### config.mk
export PLATFORM = sky130hd
export DESIGN_NAME = sram_arbiter_flat
export DESIGN_NICKNAME = d
export VERILOG_FILES = /design/src/rtl/sram_arbiter_if.sv /design/src/rtl/sram_arbiter.sv /design/src/flat_wrapper.sv
export SDC_FILE = /design/constraint.sdc
export NUM_CORES = 1
export LEC_CHECK = 0
export CAP_MARGIN = 20
export CORE_UTILIZATION = 45
export CTS_CLUSTER_SIZE = 40
export DETAILED_ROUTE_END_ITERATION = 8
export PLACE_DENSITY_LB_ADDON = 0.2
export REMOVE_ABC_BUFFERS = 1
export SYNTH_ARGS = -nofsm -noshare
export SYNTH_HDL_FRONTEND = slang
export SYNTH_SLANG_ARGS = --single-unit
### constraint.sdc
create_clock -name i_clk -period 2.8 [get_ports i_clk]
set_input_delay 0.56 -clock i_clk [delete_from_list [all_inputs] [get_ports i_clk]]
set_output_delay 0.56 -clock i_clk [all_outputs]
set_load 0.02 [all_outputs]
### src/rtl/sram_arbiter_if.sv
// rtl/sram_arbiter_if.sv - requester handshakes and split SRAM bus for sram_arbiter
// Purpose: bundles the three requester ports and the SRAM pad-side signals.
// Signal groups:
//   display   : i_disp_req, i_disp_addr -> o_disp_gnt, o_disp_rvalid, o_disp_rdata
//   loader    : i_load_req, i_load_addr, i_load_wdata -> o_load_gnt
//   processor : i_proc_req, i_proc_we, i_proc_addr, i_proc_wdata
//               -> o_proc_gnt, o_proc_rvalid, o_proc_rdata
//   sram      : o_sram_addr, o_sram_dq, o_sram_dq_oe, o_sram_*_n <- i_sram_dq
//   status    : o_busy
// Modports: slave = arbiter side, master = requesters and SRAM pad side.
interface sram_arbiter_if;
  logic        i_disp_req;
  logic [19:0] i_disp_addr;
  logic        o_disp_gnt;
  logic        o_disp_rvalid;
  logic [15:0] o_disp_rdata;

  logic        i_load_req;
  logic [19:0] i_load_addr;
  logic [15:0] i_load_wdata;
  logic        o_load_gnt;

  logic        i_proc_req;
  logic        i_proc_we;
  logic [19:0] i_proc_addr;
  logic [15:0] i_proc_wdata;
  logic        o_proc_gnt;
  logic        o_proc_rvalid;
  logic [15:0] o_proc_rdata;

  logic [19:0] o_sram_addr;
  logic [15:0] o_sram_dq;
  logic        o_sram_dq_oe;
  logic [15:0] i_sram_dq;
  logic        o_sram_ce_n;
  logic        o_sram_oe_n;
  logic        o_sram_we_n;
  logic        o_sram_lb_n;
  logic        o_sram_ub_n;

  logic        o_busy;

  modport slave (
    input  i_disp_req, i_disp_addr,
    output o_disp_gnt, o_disp_rvalid, o_disp_rdata,
    input  i_load_req, i_load_addr, i_load_wdata,
    output o_load_gnt,
    input  i_proc_req, i_proc_we, i_proc_addr, i_proc_wdata,
    output o_proc_gnt, o_proc_rvalid, o_proc_rdata,
    output o_sram_addr, o_sram_dq, o_sram_dq_oe,
    input  i_sram_dq,
    output o_sram_ce_n, o_sram_oe_n, o_sram_we_n, o_sram_lb_n, o_sram_ub_n,
    output o_busy
  );

  modport master (
    output i_disp_req, i_disp_addr,
    input  o_disp_gnt, o_disp_rvalid, o_disp_rdata,
    output i_load_req, i_load_addr, i_load_wdata,
    input  o_load_gnt,
    output i_proc_req, i_proc_we, i_proc_addr, i_proc_wdata,
    input  o_proc_gnt, o_proc_rvalid, o_proc_rdata,
    input  o_sram_addr, o_sram_dq, o_sram_dq_oe,
    output i_sram_dq,
    input  o_sram_ce_n, o_sram_oe_n, o_sram_we_n, o_sram_lb_n, o_sram_ub_n,
    input  o_busy
  );
endinterface

### src/rtl/sram_arbiter.sv
// rtl/sram_arbiter.sv - single-word arbiter owning the external 1Mx16 SRAM
// Purpose: serialises display reads, loader writes and processor reads/writes
//   onto one SRAM. Display has fixed priority; loader and processor share a
//   round-robin pointer. Each transaction is ACCESS_CYCLES strobe cycles plus
//   one TURN cycle that holds address/data after the strobes rise.
// Ports:
//   i_clk   : system clock
//   i_rst_n : synchronous reset, active high (asserted = 1)
//   bus     : sram_arbiter_if.slave - requester handshakes, SRAM pins, o_busy
// Parameter:
//   ACCESS_CYCLES : strobe-active cycles per transaction, 1..15
module sram_arbiter #(
  parameter int unsigned ACCESS_CYCLES = 2
) (
  input  logic          i_clk,
  input  logic          i_rst_n,
  sram_arbiter_if.slave bus
);

  localparam logic [3:0] LAST_CNT = 4'(ACCESS_CYCLES - 1);

  typedef enum logic [1:0] {IDLE, ACCESS, TURN} state_t;
  typedef enum logic [1:0] {WIN_DISP, WIN_LOAD, WIN_PROC} win_t;

  state_t      state, state_nxt;
  win_t        win_q, win_nxt;
  logic [3:0]  cnt;
  logic        rr_q, rr_nxt;          // 0: loader favoured, 1: processor favoured
  logic        grant;
  logic [19:0] addr_q, addr_nxt;
  logic [15:0] wdata_q, wdata_nxt;
  logic        we_q, we_nxt;
  logic        any_req, pick_load, read_done;

  logic        disp_gnt_q, load_gnt_q, proc_gnt_q;
  logic        disp_rvalid_q, proc_rvalid_q;
  logic [15:0] disp_rdata_q, proc_rdata_q;
  logic        ce_n_q, oe_n_q, we_n_q, dq_oe_q;

  assign any_req   = bus.i_disp_req || bus.i_load_req || bus.i_proc_req;
  // Loader wins when alone, or when both contend and the pointer favours it.
  assign pick_load = bus.i_load_req && (!bus.i_proc_req || !rr_q);
  // Data is captured on the edge that closes the last strobe cycle of a read.
  assign read_done = (state == ACCESS) && (cnt == LAST_CNT) && !we_q;

  always_comb begin
    state_nxt = state;
    win_nxt   = win_q;
    addr_nxt  = addr_q;
    wdata_nxt = wdata_q;
    we_nxt    = we_q;
    rr_nxt    = rr_q;
    grant     = 1'b0;
    case (state)
      IDLE, TURN: begin
        if (any_req) begin
          state_nxt = ACCESS;
          grant     = 1'b1;
          if (bus.i_disp_req) begin
            win_nxt   = WIN_DISP;
            addr_nxt  = bus.i_disp_addr;
            wdata_nxt = 16'h0000;
            we_nxt    = 1'b0;
          end else if (pick_load) begin
            win_nxt   = WIN_LOAD;
            addr_nxt  = bus.i_load_addr;
            wdata_nxt = bus.i_load_wdata;
            we_nxt    = 1'b1;
            rr_nxt    = 1'b1;
          end else begin
            win_nxt   = WIN_PROC;
            addr_nxt  = bus.i_proc_addr;
            wdata_nxt = bus.i_proc_wdata;
            we_nxt    = bus.i_proc_we;
            rr_nxt    = 1'b0;
          end
        end else begin
          state_nxt = IDLE;
        end
      end
      ACCESS: begin
        if (cnt == LAST_CNT) begin
          state_nxt = TURN;
        end
      end
      default: state_nxt = IDLE;
    endcase
  end

  always_ff @(posedge i_clk) begin
    if (i_rst_n) begin
      state         <= IDLE;
      win_q         <= WIN_DISP;
      cnt           <= 4'd0;
      rr_q          <= 1'b0;
      addr_q        <= 20'h00000;
      wdata_q       <= 16'h0000;
      we_q          <= 1'b0;
      disp_gnt_q    <= 1'b0;
      load_gnt_q    <= 1'b0;
      proc_gnt_q    <= 1'b0;
      disp_rvalid_q <= 1'b0;
      proc_rvalid_q <= 1'b0;
      disp_rdata_q  <= 16'h0000;
      proc_rdata_q  <= 16'h0000;
      ce_n_q        <= 1'b1;
      oe_n_q        <= 1'b1;
      we_n_q        <= 1'b1;
      dq_oe_q       <= 1'b0;
    end else begin
      state   <= state_nxt;
      win_q   <= win_nxt;
      rr_q    <= rr_nxt;
      addr_q  <= addr_nxt;
      wdata_q <= wdata_nxt;
      we_q    <= we_nxt;
      cnt     <= (state == ACCESS && state_nxt == ACCESS) ? cnt + 4'd1 : 4'd0;

      disp_gnt_q <= grant && (win_nxt == WIN_DISP);
      load_gnt_q <= grant && (win_nxt == WIN_LOAD);
      proc_gnt_q <= grant && (win_nxt == WIN_PROC);

      disp_rvalid_q <= read_done && (win_q == WIN_DISP);
      proc_rvalid_q <= read_done && (win_q == WIN_PROC);
      if (read_done && win_q == WIN_DISP) disp_rdata_q <= bus.i_sram_dq;
      if (read_done && win_q == WIN_PROC) proc_rdata_q <= bus.i_sram_dq;

      // Pins are registered from the next state so they change cleanly on
      // the edge; TURN keeps ce_n/dq_oe from ACCESS while strobes rise.
      ce_n_q  <= (state_nxt == IDLE);
      oe_n_q  <= !((state_nxt == ACCESS) && !we_nxt);
      we_n_q  <= !((state_nxt == ACCESS) && we_nxt);
      dq_oe_q <= (state_nxt != IDLE) && we_nxt;
    end
  end

  assign bus.o_disp_gnt    = disp_gnt_q;
  assign bus.o_load_gnt    = load_gnt_q;
  assign bus.o_proc_gnt    = proc_gnt_q;
  assign bus.o_disp_rvalid = disp_rvalid_q;
  assign bus.o_proc_rvalid = proc_rvalid_q;
  assign bus.o_disp_rdata  = disp_rdata_q;
  assign bus.o_proc_rdata  = proc_rdata_q;
  assign bus.o_sram_addr   = addr_q;
  assign bus.o_sram_dq     = wdata_q;
  assign bus.o_sram_dq_oe  = dq_oe_q;
  assign bus.o_sram_ce_n   = ce_n_q;
  assign bus.o_sram_lb_n   = ce_n_q;
  assign bus.o_sram_ub_n   = ce_n_q;
  assign bus.o_sram_oe_n   = oe_n_q;
  assign bus.o_sram_we_n   = we_n_q;
  assign bus.o_busy        = (state != IDLE);

endmodule

### src/flat_wrapper.sv
// flat-port wrapper written by rule: the top's interface ports become plain ports
module sram_arbiter_flat 
#(
  parameter int unsigned ACCESS_CYCLES = 2
)
  (i_clk, i_rst_n, bus_i_disp_req, bus_i_disp_addr, bus_o_disp_gnt, bus_o_disp_rvalid, bus_o_disp_rdata, bus_i_load_req, bus_i_load_addr, bus_i_load_wdata, bus_o_load_gnt, bus_i_proc_req, bus_i_proc_we, bus_i_proc_addr, bus_i_proc_wdata, bus_o_proc_gnt, bus_o_proc_rvalid, bus_o_proc_rdata, bus_o_sram_addr, bus_o_sram_dq, bus_o_sram_dq_oe, bus_i_sram_dq, bus_o_sram_ce_n, bus_o_sram_oe_n, bus_o_sram_we_n, bus_o_sram_lb_n, bus_o_sram_ub_n, bus_o_busy);
  sram_arbiter_if bus_i ();
  input  logic i_clk;
  input  logic i_rst_n;
  input wire logic [$bits(bus_i.i_disp_req)-1:0] bus_i_disp_req;
  input wire logic [$bits(bus_i.i_disp_addr)-1:0] bus_i_disp_addr;
  output wire logic [$bits(bus_i.o_disp_gnt)-1:0] bus_o_disp_gnt;
  output wire logic [$bits(bus_i.o_disp_rvalid)-1:0] bus_o_disp_rvalid;
  output wire logic [$bits(bus_i.o_disp_rdata)-1:0] bus_o_disp_rdata;
  input wire logic [$bits(bus_i.i_load_req)-1:0] bus_i_load_req;
  input wire logic [$bits(bus_i.i_load_addr)-1:0] bus_i_load_addr;
  input wire logic [$bits(bus_i.i_load_wdata)-1:0] bus_i_load_wdata;
  output wire logic [$bits(bus_i.o_load_gnt)-1:0] bus_o_load_gnt;
  input wire logic [$bits(bus_i.i_proc_req)-1:0] bus_i_proc_req;
  input wire logic [$bits(bus_i.i_proc_we)-1:0] bus_i_proc_we;
  input wire logic [$bits(bus_i.i_proc_addr)-1:0] bus_i_proc_addr;
  input wire logic [$bits(bus_i.i_proc_wdata)-1:0] bus_i_proc_wdata;
  output wire logic [$bits(bus_i.o_proc_gnt)-1:0] bus_o_proc_gnt;
  output wire logic [$bits(bus_i.o_proc_rvalid)-1:0] bus_o_proc_rvalid;
  output wire logic [$bits(bus_i.o_proc_rdata)-1:0] bus_o_proc_rdata;
  output wire logic [$bits(bus_i.o_sram_addr)-1:0] bus_o_sram_addr;
  output wire logic [$bits(bus_i.o_sram_dq)-1:0] bus_o_sram_dq;
  output wire logic [$bits(bus_i.o_sram_dq_oe)-1:0] bus_o_sram_dq_oe;
  input wire logic [$bits(bus_i.i_sram_dq)-1:0] bus_i_sram_dq;
  output wire logic [$bits(bus_i.o_sram_ce_n)-1:0] bus_o_sram_ce_n;
  output wire logic [$bits(bus_i.o_sram_oe_n)-1:0] bus_o_sram_oe_n;
  output wire logic [$bits(bus_i.o_sram_we_n)-1:0] bus_o_sram_we_n;
  output wire logic [$bits(bus_i.o_sram_lb_n)-1:0] bus_o_sram_lb_n;
  output wire logic [$bits(bus_i.o_sram_ub_n)-1:0] bus_o_sram_ub_n;
  output wire logic [$bits(bus_i.o_busy)-1:0] bus_o_busy;
  assign bus_i.i_disp_req = bus_i_disp_req;
  assign bus_i.i_disp_addr = bus_i_disp_addr;
  assign bus_o_disp_gnt = bus_i.o_disp_gnt;
  assign bus_o_disp_rvalid = bus_i.o_disp_rvalid;
  assign bus_o_disp_rdata = bus_i.o_disp_rdata;
  assign bus_i.i_load_req = bus_i_load_req;
  assign bus_i.i_load_addr = bus_i_load_addr;
  assign bus_i.i_load_wdata = bus_i_load_wdata;
  assign bus_o_load_gnt = bus_i.o_load_gnt;
  assign bus_i.i_proc_req = bus_i_proc_req;
  assign bus_i.i_proc_we = bus_i_proc_we;
  assign bus_i.i_proc_addr = bus_i_proc_addr;
  assign bus_i.i_proc_wdata = bus_i_proc_wdata;
  assign bus_o_proc_gnt = bus_i.o_proc_gnt;
  assign bus_o_proc_rvalid = bus_i.o_proc_rvalid;
  assign bus_o_proc_rdata = bus_i.o_proc_rdata;
  assign bus_o_sram_addr = bus_i.o_sram_addr;
  assign bus_o_sram_dq = bus_i.o_sram_dq;
  assign bus_o_sram_dq_oe = bus_i.o_sram_dq_oe;
  assign bus_i.i_sram_dq = bus_i_sram_dq;
  assign bus_o_sram_ce_n = bus_i.o_sram_ce_n;
  assign bus_o_sram_oe_n = bus_i.o_sram_oe_n;
  assign bus_o_sram_we_n = bus_i.o_sram_we_n;
  assign bus_o_sram_lb_n = bus_i.o_sram_lb_n;
  assign bus_o_sram_ub_n = bus_i.o_sram_ub_n;
  assign bus_o_busy = bus_i.o_busy;
  sram_arbiter #(.ACCESS_CYCLES(ACCESS_CYCLES)) u_core (.i_clk(i_clk), .i_rst_n(i_rst_n), .bus(bus_i));
endmodule
==> metrics.yaml, run 1 <==
yosys:
  synth_mux_area_share_pct: 0
  synthSimpleGateAreaFrac_pct: 17.1
  synth_edf_count: 0
  synth-adder-area-share_pct: 0.608
  synth_common_cells: "87 x dfxtp_1, 43 x nand3_1, 36 x clkbuf_1"
  synth_top_cell_by_area: "dfxtp_1"
  async_flop_share_pct: 0
  synth_most_common_cell: "dfxtp_1"
  synth_top_family_by_area: "compound AO/OA/AOI/OAI gates"
  syn_inst: 450
  ys_seq_elements: 87
  synth-warning-count: 0
  synth_top_area_share_pct: 42.3
  syn-mean-instance-area_um2: 9.15
  synth_cell_types: 43
  synth_ff_type: "dfxtp_1"
  synth_xor_area_share_pct: 0.425
  synth.area.top_cells: "dfxtp_1 42%, a31o_1 6.4%, nand3_1 5.2%"
  yosysSeqAreaShare_pct: 42.3
  netlist_area_um2: 4120
  synth_compound_area_share_pct: 31.1
routing:
  vias: 4498
  drc: 24
  drt_iter0_drc: 281
  wl_per_cell_um: 18.9
  wl_um: 13700
  antenna_left: 0
  first_pass_iters: 8
  via_per_inst: 6.18
floorplanning:
  rows: 34
  die_y_um: 97.7
  core_um2: 8810
  die_w_um: 97.7
  initial_core_util_pct: 46.8
  boundaryPins: 194
  dieArea_um2: 9540
setup_path:
  critPathBufInv: 0
  arrival_ps: 2530
  reg2reg_slack_ps: 520
  cp_max_fo: 16
  critPathLaunchType: "register"
  slowest_delay_ps: 640
  worstPathRequired_ps: 3050
  r2r-start: "u_core.cnt[0]$_SDFF_PP0_"
  critical_path_class: "register to register"
  crit_start: "u_core.cnt[0]$_SDFF_PP0_"
  path_cells: "ha_1 > nor3b_1 > nand3_1 > a31o_2"
  critPathTopFamily: "simple AND/OR/NAND/NOR gates"
  end_kind: "register"
  slowest_stage: "nand3_1"
sta:
  hold_violations: 0
  holdWs_ps: 483
  final_max_slew_viol_count: 0
  timing.final.crit_period_ps: 2280
  relSlewSlack_pct: 28.0
  worstMarginPinSlew_ps: 1080
  setup_tns_ps: 0
  setup-violations-final: 0
  finClkSkew_ps: 11.7
  max_freq_mhz: 439
  min_period_over_period_pct: 81.4
  rsz0062_at_grt: "false"
flow_run:
  maxCapViolCount: 0
clock_tree:
  postCtsSetupRepairBufs: 0
  cts_tree: "done"
  insertion_delay_ps: 360
  cts_resized: 0
  clk_path_buf_depth: 2
  numCtsBuffers: 9
  clock-sinks: 87
  cts-root-buf: "clkbuf_8"
  holdBufCountCts: 0
  htreeDepth: 3
  clk_pin_slew_ps: 90
layout:
  drive_gt1_share_pct: 12.1
  fin_area_um2: 6300
  fillers: 702
  final_nets: 730
  areaGrowthSynthToFinish_pct: 53.0
pwr:
  finalPower_uw: 3480
  power_density_nw_per_um2: 552
  power.leakage_uw: 0.00225
  ir_drop_mv: 0.289
place:
  post-dp-hpwl_um: 9440
  portBuffers: 193
  gp_congestion: 0.816
  place_area_um2: 6060
grt:
  grt.overflow.total: 0
  grt_pass1_vias: 4349
  grtUsageTotal_pct: 28.2
  grt_pass1_wl_um: 21600
  grt_max_degree: 36
  antenna_found_initial: 1
min_path:
  min-delay-start: "u_core.bus.o_disp_rdata[1]$_SDFFE_PP0P_"
  min_path_type: "register to register"
status:
  status: "finished, violations left"
  violations: "DRC"
## metal layers
metal,track usage (%),part of all wire (%),vias up
met5,0,0,-
met4,16.8,4.5,0
met3,6.26,5.8,48
met2,47.9,49,190
met1,32.4,40,2178
li1,-,-,2082
## sequential cells by signal, indices dropped and copies added, names as in the netlist
register                  count
u_core.cnt                    4
u_core.bus.o_sram_dq         16
u_core.bus.o_proc_rvalid      1
u_core.bus.o_sram_we_n        1
u_core.win_q                  2
u_core.rr_q                   1
u_core.bus.o_proc_rdata      16
u_core.bus.o_disp_gnt         1
u_core.bus.o_disp_rvalid      1
u_core.bus.o_disp_rdata      16
u_core.we_q                   1
u_core.state                  2
u_core.bus.o_load_gnt         1
u_core.bus.o_sram_oe_n        1
u_core.bus.o_sram_addr       20
u_core.bus.o_sram_dq_oe       1
u_core.bus.o_proc_gnt         1
u_core.bus.o_sram_ce_n        1
## path summary, 6_finish.rpt
kind / to / depth (start not counted)
worst max-delay path: u_core.bus.o_proc_rdata[8]$_SDFFE_PP0P_ / 4
worst min-delay path: u_core.bus.o_disp_rdata[1]$_SDFFE_PP0P_ / 1
worst max register to register: u_core.bus.o_proc_rdata[8]$_SDFFE_PP0P_ / 4
worst min register to register: u_core.bus.o_disp_rdata[1]$_SDFFE_PP0P_ / 1
## per-stage QoR
step | util [%] | std cells | worst slack, ps
final | 71.5 | 728 | 520
after global routing | 71.5 | 728 | 320
after floorplan | - | 391 | 356
after detailed placement | 68.8 | 709 | 225
after CTS | 71.1 | 725 | 514
after global placement | 68.8 | 709 | 303
## final cells by class
class	count	area, um^2	area share (%)
Sequential cell	87	1740	27.7
Inverter	22	82.6	1.31
Timing Repair Buffer	212	2100	33.4
Clock inverter	6	68.8	1.09
Tap cell	108	135	2.14
Antenna cell	1	2.50	0.0397
Clock buffer	10	138	2.18
Multi-Input combinational cell	282	2030	32.2
## cell usage in the layout (no fill, tap or decap), types with 2 or more instances in the layout
cell type	instances
a221oi_1	16
clkinv_1	2
nand3_1	43
nor2_1	5
or3_1	2
clkinvlp_4	4
clkdlybuf4s50_1	192
o221a_1	3
nor4_1	31
a311oi_1	21
buf_4	17
a31o_1	30
nor4_2	2
nand2b_1	19
dfxtp_1	86
or2_2	2
o221a_2	13
o21ai_0	5
a31o_2	18
nand2_1	2
and3_1	2
inv_1	20
a21oi_1	25
ha_1	2
clkbuf_8	10
nor3_1	6
a211oi_1	20
## kinds of logic after synthesis
family,Yosys count
AO/OA/AOI/OAI,157
adder cells (fa/ha/maj),2
flip-flops,87
buffers and inverters,81
AND/OR/NAND/NOR,121
XOR/XNOR,2
## where the power goes
group / switching, uW / internal (uW) / leakage [uW]
Sequential: 83.3 / 1360 / 0.000712
Combinational: 573 / 552 / 0.00145
Clock: 475 / 440 / 0.0000912
Power figures use the tool's default switching activity.
==> inputs of run 2 (changes only) <==
Settings changed: CORE_UTILIZATION 45 to 41.
Clock period 2.8 ns to 2.4 ns, I/O delays scaled along.
==> metrics.yaml, run 2 (synthesized netlist as in run 1, its figures left out) <==
layout:
  antenna_cells: 0
  largest_reg_flops: 20
  utilization_pct: 65.2
  drive_gt1_share_pct: 13.1
  areaGrowthSynthToFinish_pct: 54.7
  final_nets: 737
  final_cell_mix: "192 x clkdlybuf4s50_1, 86 x dfxtp_1, 43 x nand3_1"
  final_common_cell: "clkdlybuf4s50_1"
  fin_area_um2: 6370
floorplanning:
  rows: 36
  initial_core_util_pct: 42.1
  core_um2: 9770
  dieArea_um2: 10400
  boundaryPins: 194
  die_y_um: 102
  die_w_um: 102
setup_path:
  path_cells: "or2_2 > clkdlybuf4s50_1"
  critPathBufInv: 1
  worstPathRequired_ps: 1920
  arrival_ps: 1530
  slowest_stage: "clkdlybuf4s50_1"
  reg2reg_slack_ps: 500
  slowest_delay_ps: 560
  cp_max_fo: 3
  critical_path_class: "register to output pin"
  end_kind: "output pin"
  critPathTopFamily: "buffers and inverters"
  critPathLaunchType: "register"
routing:
  wl_per_cell_um: 18.2
  vias: 4498
  met2_length_um: 6690
  top_layer_used: "met4"
  via_per_inst: 5.93
  drc: 0
  wl_um: 13800
  antenna_left: 0
  first_pass_iters: 4
  routed-wl-met3_um: 951
  met1_length_um: 5600
  drt_iter0_drc: 160
sta:
  worstMarginPinSlew_ps: 669
  finClkSkew_ps: 8.12
  setup_tns_ps: 0
  max_freq_mhz: 498
  min_period_over_period_pct: 83.6
  relSlewSlack_pct: 55.4
  final_max_slew_viol_count: 0
  timing.final.crit_period_ps: 2010
  setup_ws_ps: 393
  rsz0062_at_grt: "false"
  hold_violations: 0
  setup-violations-final: 0
pwr:
  finalPower_uw: 4070
  ir_drop_mv: 0.333
  switching_power_uw: 1340
  power.leakage_uw: 0.00229
  clkPwrFrac_pct: 26.3
  power_density_nw_per_um2: 639
  swShare_pct: 32.9
  intPower_uw: 2730
  combinationalPowerShare_pct: 33.0
  power_frac_seq_pct: 40.7
place:
  portBuffers: 193
  gp_congestion: 0.801
  place_area_um2: 6160
  place_ws_ps: -86.8
  post-dp-hpwl_um: 9430
flow_run:
  maxCapViolCount: 0
grt:
  grt_max_degree: 40
  grt.overflow.total: 0
  antenna_found_initial: 0
  grt_pass1_vias: 4337
  grt_pass1_wl_um: 21500
  grtUsageTotal_pct: 26.6
clock_tree:
  htreeDepth: 3
  clock-sinks: 87
  postCtsSetupRepairBufs: 0
  cts_resized: 0
  clk_pin_slew_ps: 90
  cts_tree: "done"
  clk_path_buf_depth: 2
  cts-root-buf: "clkbuf_8"
  holdBufCountCts: 0
  numCtsBuffers: 9
  insertion_delay_ps: 360
min_path:
  min_path_type: "register to register"
status:
  status: "completed"
## run 2: cell types whose count changed in the layout (fill, tap and decap cells not counted), sizes merged
cell	previous run	this run
diode	1	0
clkbuf	10	9
inv	21	23
clkinv	2	4
buf	20	27
clkinvlp	4	1
## run 2: metal layers
layer / vias up / GRT usage (%)
li1: 2103 / -
met1: 2152 / 32.3
met2: 205 / 43.2
met3: 38 / 6.57
met4: 0 / 14.7
met5: - / 0
## run 2: final timing paths
kind / from / cells after the start / to
worst min-delay path: u_core.cnt[0]$_SDFF_PP0_ / 1 / u_core.cnt[0]$_SDFF_PP0_
worst min register to register: u_core.cnt[0]$_SDFF_PP0_ / 1 / u_core.cnt[0]$_SDFF_PP0_
worst max register to register: u_core.state[0]$_SDFF_PP0_ / 5 / u_core.bus.o_proc_rdata[2]$_SDFFE_PP0P_
worst max-delay path: u_core.state[0]$_SDFF_PP0_ / 2 / bus_o_busy
## run 2: final cells by class
cell class,count,area [um^2]
timing repair buffer,219,2150
multi-input combinational,282,2030
clock inverter,7,80.1
inverter,22,82.6
tap,133,166
sequential,87,1740
fill,821,3400
clock buffer,9,124
## run 2: worst reg2reg max path, cell delays in order, from the launching register on
cell and delay (ps):
dfxtp_2 340, buf_4 300, or4b_1 480, buf_4 260, nor4_1 330, a31o_1 140
## run 2: stage by stage
step	std cells	hold WS, ps
after detailed placement	742	460
after global placement	742	448
after CTS	758	482
final	759	478
after global routing	759	498
after floorplan	391	433
## run 2: power by group through the flow
stage               registers [uW]  logic (uW)  clock network [uW]
global placement              1690        1310                   0
detailed placement            1690        1330                   0
floorplan                     1870         459                   0
finish                        1660        1340                1070
CTS                           1660        1330                1090
global route                  1670        1430                1160
